## src/rtl/ahb_sram_ctrl.sv

```systemverilog
// AHB-Lite slave fronting one port of the 4096x32 on-chip SRAM.
// Zero-wait word reads/writes; sub-word writes go through read-modify-write.
module ahb_sram_ctrl #(
    parameter int ADDR_W = 12
) (
    input  logic              CLK,
    input  logic              RESETn,
    input  logic              HSEL,
    input  logic [31:0]       HADDR,
    input  logic [1:0]        HTRANS,
    input  logic              HWRITE,
    input  logic [2:0]        HSIZE,
    input  logic [31:0]       HWDATA,
    input  logic              HREADY,
    output logic              HREADYOUT,
    output logic              HRESP,
    output logic [31:0]       HRDATA,
    output logic              CSN,
    output logic [ADDR_W-1:0] ADDR,
    output logic              WE,
    output logic [3:0]        BE,
    output logic [31:0]       DI,
    input  logic [31:0]       DO
);

    // state  | meaning
    // IDLE   | no data phase in progress, port free
    // RD     | read data phase, DO returned on HRDATA, port free
    // WR     | word write data phase, write committed this cycle
    // RAW    | read arrived while port was busy writing; issue it now (wait)
    // RMW_RD | sub-word write: fetch the old word (wait)
    // RMW_WR | sub-word write: merge old word with HWDATA lanes and write
    typedef enum logic [2:0] {
        IDLE   = 3'd0,
        RD     = 3'd1,
        WR     = 3'd2,
        RAW    = 3'd3,
        RMW_RD = 3'd4,
        RMW_WR = 3'd5
    } state_t;

    state_t             state;
    logic [ADDR_W-1:0]  addr_q;
    logic               write_q;
    logic [3:0]         mask_q;

    logic               accept;
    logic               port_free;
    logic [ADDR_W-1:0]  haddr_word;
    logic [3:0]         lane_mask;
    logic [31:0]        bit_mask;
    logic               unused_bits;

    assign accept      = HSEL & HTRANS[1] & HREADY;
    assign port_free   = (state == IDLE) || (state == RD);
    assign haddr_word  = HADDR[ADDR_W+1:2];
    assign bit_mask    = {{8{mask_q[3]}}, {8{mask_q[2]}}, {8{mask_q[1]}}, {8{mask_q[0]}}};
    assign HRESP       = 1'b0;
    assign unused_bits = ^{HADDR[31:ADDR_W+2], HTRANS[0]};

    always_comb begin
        case (HSIZE)
            3'd0:    lane_mask = 4'b0001 << HADDR[1:0];
            3'd1:    lane_mask = HADDR[1] ? 4'b1100 : 4'b0011;
            default: lane_mask = 4'hF;
        endcase
    end

    always_ff @(posedge CLK or negedge RESETn) begin
        if (!RESETn) begin
            state   <= IDLE;
            addr_q  <= '0;
            write_q <= 1'b0;
            mask_q  <= 4'h0;
        end else begin
            if (accept) begin
                addr_q  <= haddr_word;
                write_q <= HWRITE;
                mask_q  <= lane_mask;
            end
            case (state)
                IDLE, RD, WR, RMW_WR: begin
                    if (!accept)
                        state <= IDLE;
                    else if (!HWRITE)
                        state <= port_free ? RD : RAW;
                    else
                        state <= (lane_mask == 4'hF) ? WR : RMW_RD;
                end
                RAW:     state <= RD;
                RMW_RD:  state <= RMW_WR;
                default: state <= IDLE;
            endcase
        end
    end

    always_comb begin
        CSN       = 1'b1;
        WE        = 1'b0;
        BE        = 4'h0;
        DI        = 32'h0;
        ADDR      = '0;
        HRDATA    = 32'h0;
        HREADYOUT = 1'b1;
        case (state)
            IDLE, RD: begin
                if (state == RD)
                    HRDATA = DO;
                // a read landing on a free port is issued in its own address phase
                if (accept && !HWRITE) begin
                    CSN  = 1'b0;
                    BE   = 4'hF;
                    ADDR = haddr_word;
                end
            end
            WR: begin
                CSN  = 1'b0;
                WE   = write_q;
                BE   = 4'hF;
                ADDR = addr_q;
                DI   = HWDATA;
            end
            RAW, RMW_RD: begin
                CSN       = 1'b0;
                BE        = 4'hF;
                ADDR      = addr_q;
                HREADYOUT = 1'b0;
            end
            RMW_WR: begin
                CSN  = 1'b0;
                WE   = write_q;
                BE   = 4'hF;
                ADDR = addr_q;
                DI   = (DO & ~bit_mask) | (HWDATA & bit_mask);
            end
            default: ;
        endcase
    end

endmodule

```

## config.mk

```make
export PLATFORM = sky130hd
export DESIGN_NAME = ahb_sram_ctrl
export DESIGN_NICKNAME = d
export VERILOG_FILES = /design/src/rtl/ahb_sram_ctrl.sv
export SDC_FILE = /design/constraint.sdc
export NUM_CORES = 1
export LEC_CHECK = 0
export ABC_CLOCK_PERIOD_IN_PS = 1900
export CORE_MARGIN = 2
export CORE_UTILIZATION = 29
export DETAILED_ROUTE_END_ITERATION = 10
export GPL_TIMING_DRIVEN = 0
export HOLD_SLACK_MARGIN = 0.1
export MAX_ROUTING_LAYER = met4
export PLACE_DENSITY_LB_ADDON = 0.15
export SYNTH_ARGS = -nofsm -noshare
export SYNTH_HDL_FRONTEND = slang
export SYNTH_SLANG_ARGS = --single-unit
```

## constraint.sdc

```tcl
create_clock -name CLK -period 1.9 [get_ports CLK]
set_input_delay 0.285 -clock CLK [delete_from_list [all_inputs] [get_ports CLK]]
set_output_delay 0.285 -clock CLK [all_outputs]
set_load 0.05 [all_outputs]
```

After elaboration in Yosys (flattened, before gate mapping)
Index checks and enable logic that the tools add are counted.
{"block": "totals", "reg_bits": 20, "in_bits": 106, "out_inout_bits": 84}
{"block": "classes", "n_eq_ne": 7, "n_shift": 1, "n_mux": 18, "n_bitwise": 6, "reduce_logical": 10}
{"operator": "32-bit AND", "count": 2}
{"operator": "32-bit two-way mux", "count": 2}
{"operator": "32-bit case mux with 2 select lines", "count": 1}
{"operator": "32-bit NOT", "count": 1}
{"operator": "32-bit OR", "count": 1}
{"operator": "12-bit case mux with 2 select lines", "count": 1}
{"operator": "4-bit case mux with 2 select lines", "count": 2}
{"operator": "12-bit two-way mux", "count": 1}
{"operator": "3-bit two-way mux", "count": 3}
{"operator": "3-bit case mux with 3 select lines", "count": 1}
{"operator": "4-bit two-way mux", "count": 2}
{"operator": "4-bit OR reduction", "count": 2}
{"operator": "3-bit by 1-bit == test with 1-bit output (second input constant)", "count": 2}
{"operator": "3-bit by 2-bit == test with 1-bit output (second input constant)", "count": 2}
{"operator": "3-bit == test (second input constant)", "count": 2}
{"operator": "3-bit logical NOT", "count": 2}
{"operator": "2-bit OR reduction", "count": 3}
{"operator": "4-bit == test (second input constant)", "count": 1}
{"operator": "1-bit by 2-bit << shifter with 4-bit output (first input constant)", "count": 1}
{"operator": "1-bit two-way mux", "count": 3}
{"operator": "1-bit AND", "count": 2}
{"operator": "2-bit two-way mux", "count": 1}
{"operator": "1-bit case mux with 2 select lines", "count": 1}
{"operator": "1-bit logical AND", "count": 1}
{"operator": "2 further kinds", "count": 2}

Longest topological paths before layout
{"block": "depth", "word_depth": 7, "depth_mapped": 5}

Worst setup path before layout
OpenSTA, ideal clock, no wires.
{"block": "synth_path", "path_type": "register -> output", "startpoint": "register state[2]", "endpoint": "output ADDR[11]", "t_arrival_ns": 1.874, "required_ns": 1.615, "slack_ns": -0.259, "stages_incl_launch_ff": 4, "path_cell_list": "dfrtp_1 -> or2_1 -> buf_2 -> o21ai_0"}
{"block": "synth_via", "elab_chain_cells": 3, "word_cells_on_any_way": 9, "classes_between": "5 x eq/ne; 1 x mux; 3 x reduce/logical"}
{"element": "from (decl)", "line": "42", "source": "state_t state;"}
{"element": "from (signal assigned)", "line": "86", "source": "state <= port_free ? RD : RAW;"}
{"element": "from (signal assigned)", "line": "88", "source": "state <= (lane_mask == 4'hF) ? WR : RMW_RD;"}
{"element": "3-bit == test, or another cell as far along", "line": "105", "source": "case (state)"}
{"element": "4-bit OR reduction (no source line) or 2-bit OR reduction (tied branches)"}
{"element": "12-bit case mux with 2 select lines *", "line": "105"}
{"element": "to (decl)", "line": "19", "source": "output logic [ADDR_W-1:0] ADDR,"}
Mark *: on every way between the ends. The rest lies on a longest branch, timed or not.

Final worst setup path
{"block": "layout_path", "startpoint": "register state[1]", "endpoint": "output DI[26]"}
{"block": "layout_via", "elab_chain_cells": 2, "word_cells_on_any_way": 3, "classes_between": "2 x eq/ne; 1 x mux"}
{"element": "3-bit == test or 3-bit by 2-bit == test with 1-bit output (tied branches)", "line": "105"}
{"element": "32-bit case mux with 2 select lines *", "line": "105"}
{"element": "to (decl)", "line": "22", "source": "output logic [31:0] DI,"}
Marks and branches as above.

==> metrics.csv <==
stage,metric,value,unit
outcome,outcome,"finished, violations left",
outcome,failing checks,setup timing,
grt,total global routing overflow,0,
worst_setup_path,Worst path slowest cell,dfrtp_1,
logic_synthesis,top-area cell type share of the netlist area,0.282,
finish,fin nets,501,
drt,Iter 0 DRT Violations,54,
worst_setup_path,crit path capture type,primary output,
sta,period utilization,1.08,
grt,vias in the first global route,2025,
clock_tree,clk sink count,20,
worst_setup_path,CP dominant cell by count,buf_6,
sta,Fin. Hold Viols,0,
finish,final std cells w/o fill,468,
clock_tree,Clock Latency Late Sink,0.25,ns
grt,initial antenna violation count,0,
worst_setup_path,CP arrival,1.76,ns
logic_synthesis,Seq cells post-synth,20,
flow_run,max cap viols,0,
floorplanning,Die X-Extent,82.2,µm
floorplanning,die area,6750,µm²
sta,Setup WS post-layout,-0.143,ns
power_and_ir_drop,Lkg Pwr,1.86,nW
placed_design,PortBufs,169,
placed_design,gp weighted congestion,0.744,
finish,Multi-input gate area,1290,µm²
logic_synthesis,ranking of synthesized cells by area,"dfrtp_1, a22o_1, and2_1, nand2_1, a22o_2",
drt,DR DRC count,0,
grt,largest net degree at the start of global routing,21,
floorplanning,# rows,28,
logic_synthesis,syn nets,319,
worst_setup_path,crit path kind,reg -> out,
power_and_ir_drop,VDD IR-drop max,0.450,mV
worst_setup_path,maximum fanout along the worst path,8,
placed_design,dpl hpwl,5710,µm
logic_synthesis,Synth Area in Adders,0,
floorplanning,IO Count,190,
clock_tree,worst-case clock buffer depth,2,
logic_synthesis,Yosys warning count,0,
finish,layout cells sized above 1,0.377,
clock_tree,Worst-path clk slew,0.07,ns
clock_tree,CTS Hold Bufs,0,
finish,fillcell total,485,
sta,setup violators final,69,
logic_synthesis,"Distinct cells, synth",37,
logic_synthesis,largest family of logic cells by synthesized area,compound AO/OA/AOI/OAI gates,
clock_tree,htree depth,1,
finish,P&R area growth vs syn,126,%
worst_setup_path,worst-path cell chain,"buf_6, nor3b_4, buf_6, a31o_4, a22o_4, buf_8",
worst_setup_path,CP required,1.62,ns
finish,Register Area,500,µm²
floorplanning,core footprint,5920,µm²
placed_design,dpl cells,457,
sta,"Slew Viols, Final",0,
logic_synthesis,Synth Area in Compound Gates,0.332,
power_and_ir_drop,Power Total,2.45,mW
drt,final WL,7570,µm
worst_setup_path,r2r startpoint,state[0],
drt,Pre-antenna DRT Iters,4,
sta,Final min period,2.04,ns
grt,first-pass GRT wire length,10500,µm
logic_synthesis,"Async S/R FF share, synth",1.00,
logic_synthesis,Syn Area/Cell,8.32,µm²
grt,all-layer global routing usage,0.206,
finish,Antenna Cells,0,
logic_synthesis,number of flops mapped to enable cells by yosys,0,
drt,WL/cell,16.2,µm
worst_setup_path,max incr delay on CP,0.40,ns
clock_tree,TritonCTS clock tree,done,
clock_tree,Num CTS Buffers,3,
logic_synthesis,Synth Flop Type,dfrtp_1,
worst_setup_path,nature of the critical path startpoint,register,
sta,Max Fclk,490,MHz
logic_synthesis,cell taking the most area after synthesis,dfrtp_1,
worst_hold_path,worst hold start,HWRITE,
worst_setup_path,Worst Setup SP,state[1],
sta,clock skew,0.000379,ns
floorplanning,initial cell density of the core,0.299,
logic_synthesis,Mapped Area,1770,µm²
clock_tree,clock root cell,clkbuf_8,
logic_synthesis,register area share after synthesis,0.282,
power_and_ir_drop,Pwr per Cell Area,612,nW/µm²
worst_hold_path,Hold Path Class,in -> reg,
drt,post-route ant nets,0,
logic_synthesis,simple-gate area share of the yosys netlist,0.313,
sta,Slew Limit Headroom,0.382,
drt,drt via density,4.86,
drt,routed via count,2274,
sta,RSZ-0062 raised after global routing,true,
logic_synthesis,area share of xor/xnor cells in the synthesized design,0,
logic_synthesis,Syn Inst Count,213,
floorplanning,die height,82.2,µm
logic_synthesis,mux share of post-synthesis cell area,0,
sta,slew at the pin closest to its max-slew limit,0.925,ns
-- layer usage --
layer | share of wire | global-route usage | routed length [µm]
met1 | 0.40 | 0.257 | 3020
met2 | 0.52 | 0.351 | 3910
met3 | 0.081 | 0.0424 | 612
met4 | 0.0044 | 0.0300 | 33
met5 | 0 | - | 0
-- critical path: cells and delay by family (launching register included) --
family / cells / cell delay, ns
flip-flops: 1 / 0.40
AND/OR/NAND/NOR: 1 / 0.15
AO/OA/AOI/OAI: 2 / 0.53
buffers and inverters: 3 / 0.41
-- power breakdown --
part / switching [mW] / internal, mW
Clock: 0.137 / 0.141
Sequential: 0.0461 / 0.488
Combinational: 0.935 / 0.701
-- cell usage in the layout (no fill, tap or decap), types with 4 or more instances in the layout --
cell type / synthesis / routed
o21ai_0: 9 / 7
buf_6: 2 / 64
a22o_1: 31 / 31
nor2_1: 5 / 5
clkdlybuf4s50_1: 0 / 82
dfrtp_1: 20 / 20
buf_8: 0 / 19
a21oi_1: 6 / 4
a22o_4: 0 / 8
nor2_4: 1 / 5
and2_1: 32 / 21
a31o_4: 4 / 4
and2_4: 0 / 11
buf_4: 6 / 20
nand2_1: 44 / 44
-- sequential cells by signal (all words and copies together) (netlist names) --
signal / flops
state: 3
write_q: 1
addr_q: 12
mask_q: 4
-- worst paths after layout --
kind	end	slack [ns]	cells past startpoint
worst max-delay path	DI[26]	-0.14	6
worst min-delay path	write_q	0.38	3
worst max register to register	state[1]	0.59	4
worst min register to register	addr_q[11]	0.47	2
max in group asynchronous	addr_q[2]	0.79	1
min in group asynchronous	addr_q[4]	0.54	1
-- cells in the mapped netlist, types with 2 or more instances --
cell / n
dfrtp_1: 20
a31o_4: 4
a32oi_1: 2
nor2b_1: 4
clkbuf_1: 3
a22o_1: 31
and2_1: 32
a22o_2: 8
a31oi_1: 3
buf_2: 7
buf_6: 2
buf_4: 6
nor2_2: 4
inv_1: 3
a21oi_1: 6
nor2_1: 5
o21a_1: 2
nand2_1: 44
o21ai_0: 9
-- cells by family after synthesis --
logic type / Yosys count
AO/OA/AOI/OAI: 70
buffers and inverters: 21
flip-flops: 20
other: 1
AND/OR/NAND/NOR: 101
-- layout make-up --
| class | count | area share |
|---|---|---|
| buffer | 18 | 0.0363 |
| clock buffer | 3 | 0.0103 |
| inverter | 3 | 0.00282 |
| multi-input combinational | 172 | 0.324 |
| sequential | 20 | 0.125 |
| tap | 75 | 0.0235 |
| timing repair buffer | 177 | 0.478 |
-- through the flow --
step	hold WS (ns)	setup TNS, ns	setup WS [ns]	instance area [µm²]	util
after floorplan	-0.0106	-0.776	-0.259	1780	-
after global placement	0.454	-43.57	-0.807	3570	0.602
after detailed placement	0.457	-44.54	-0.835	3570	0.602
after CTS	0.477	-6.40	-0.138	3840	0.649
after global routing	0.411	-9.44	-0.198	4000	0.675
final	0.377	-4.36	-0.143	4000	0.675
-- timing repair --
item | in CTS | in global routing
pin swaps | 12 | 9
endpoints found under the hold margin | 0 | 0
gates resized for setup | 594 | 51
endpoints found under the setup margin | 83 | 82
cloned | 0 | 0
buffers inserted | 7 | 1
(Power assumes the default switching activity.)
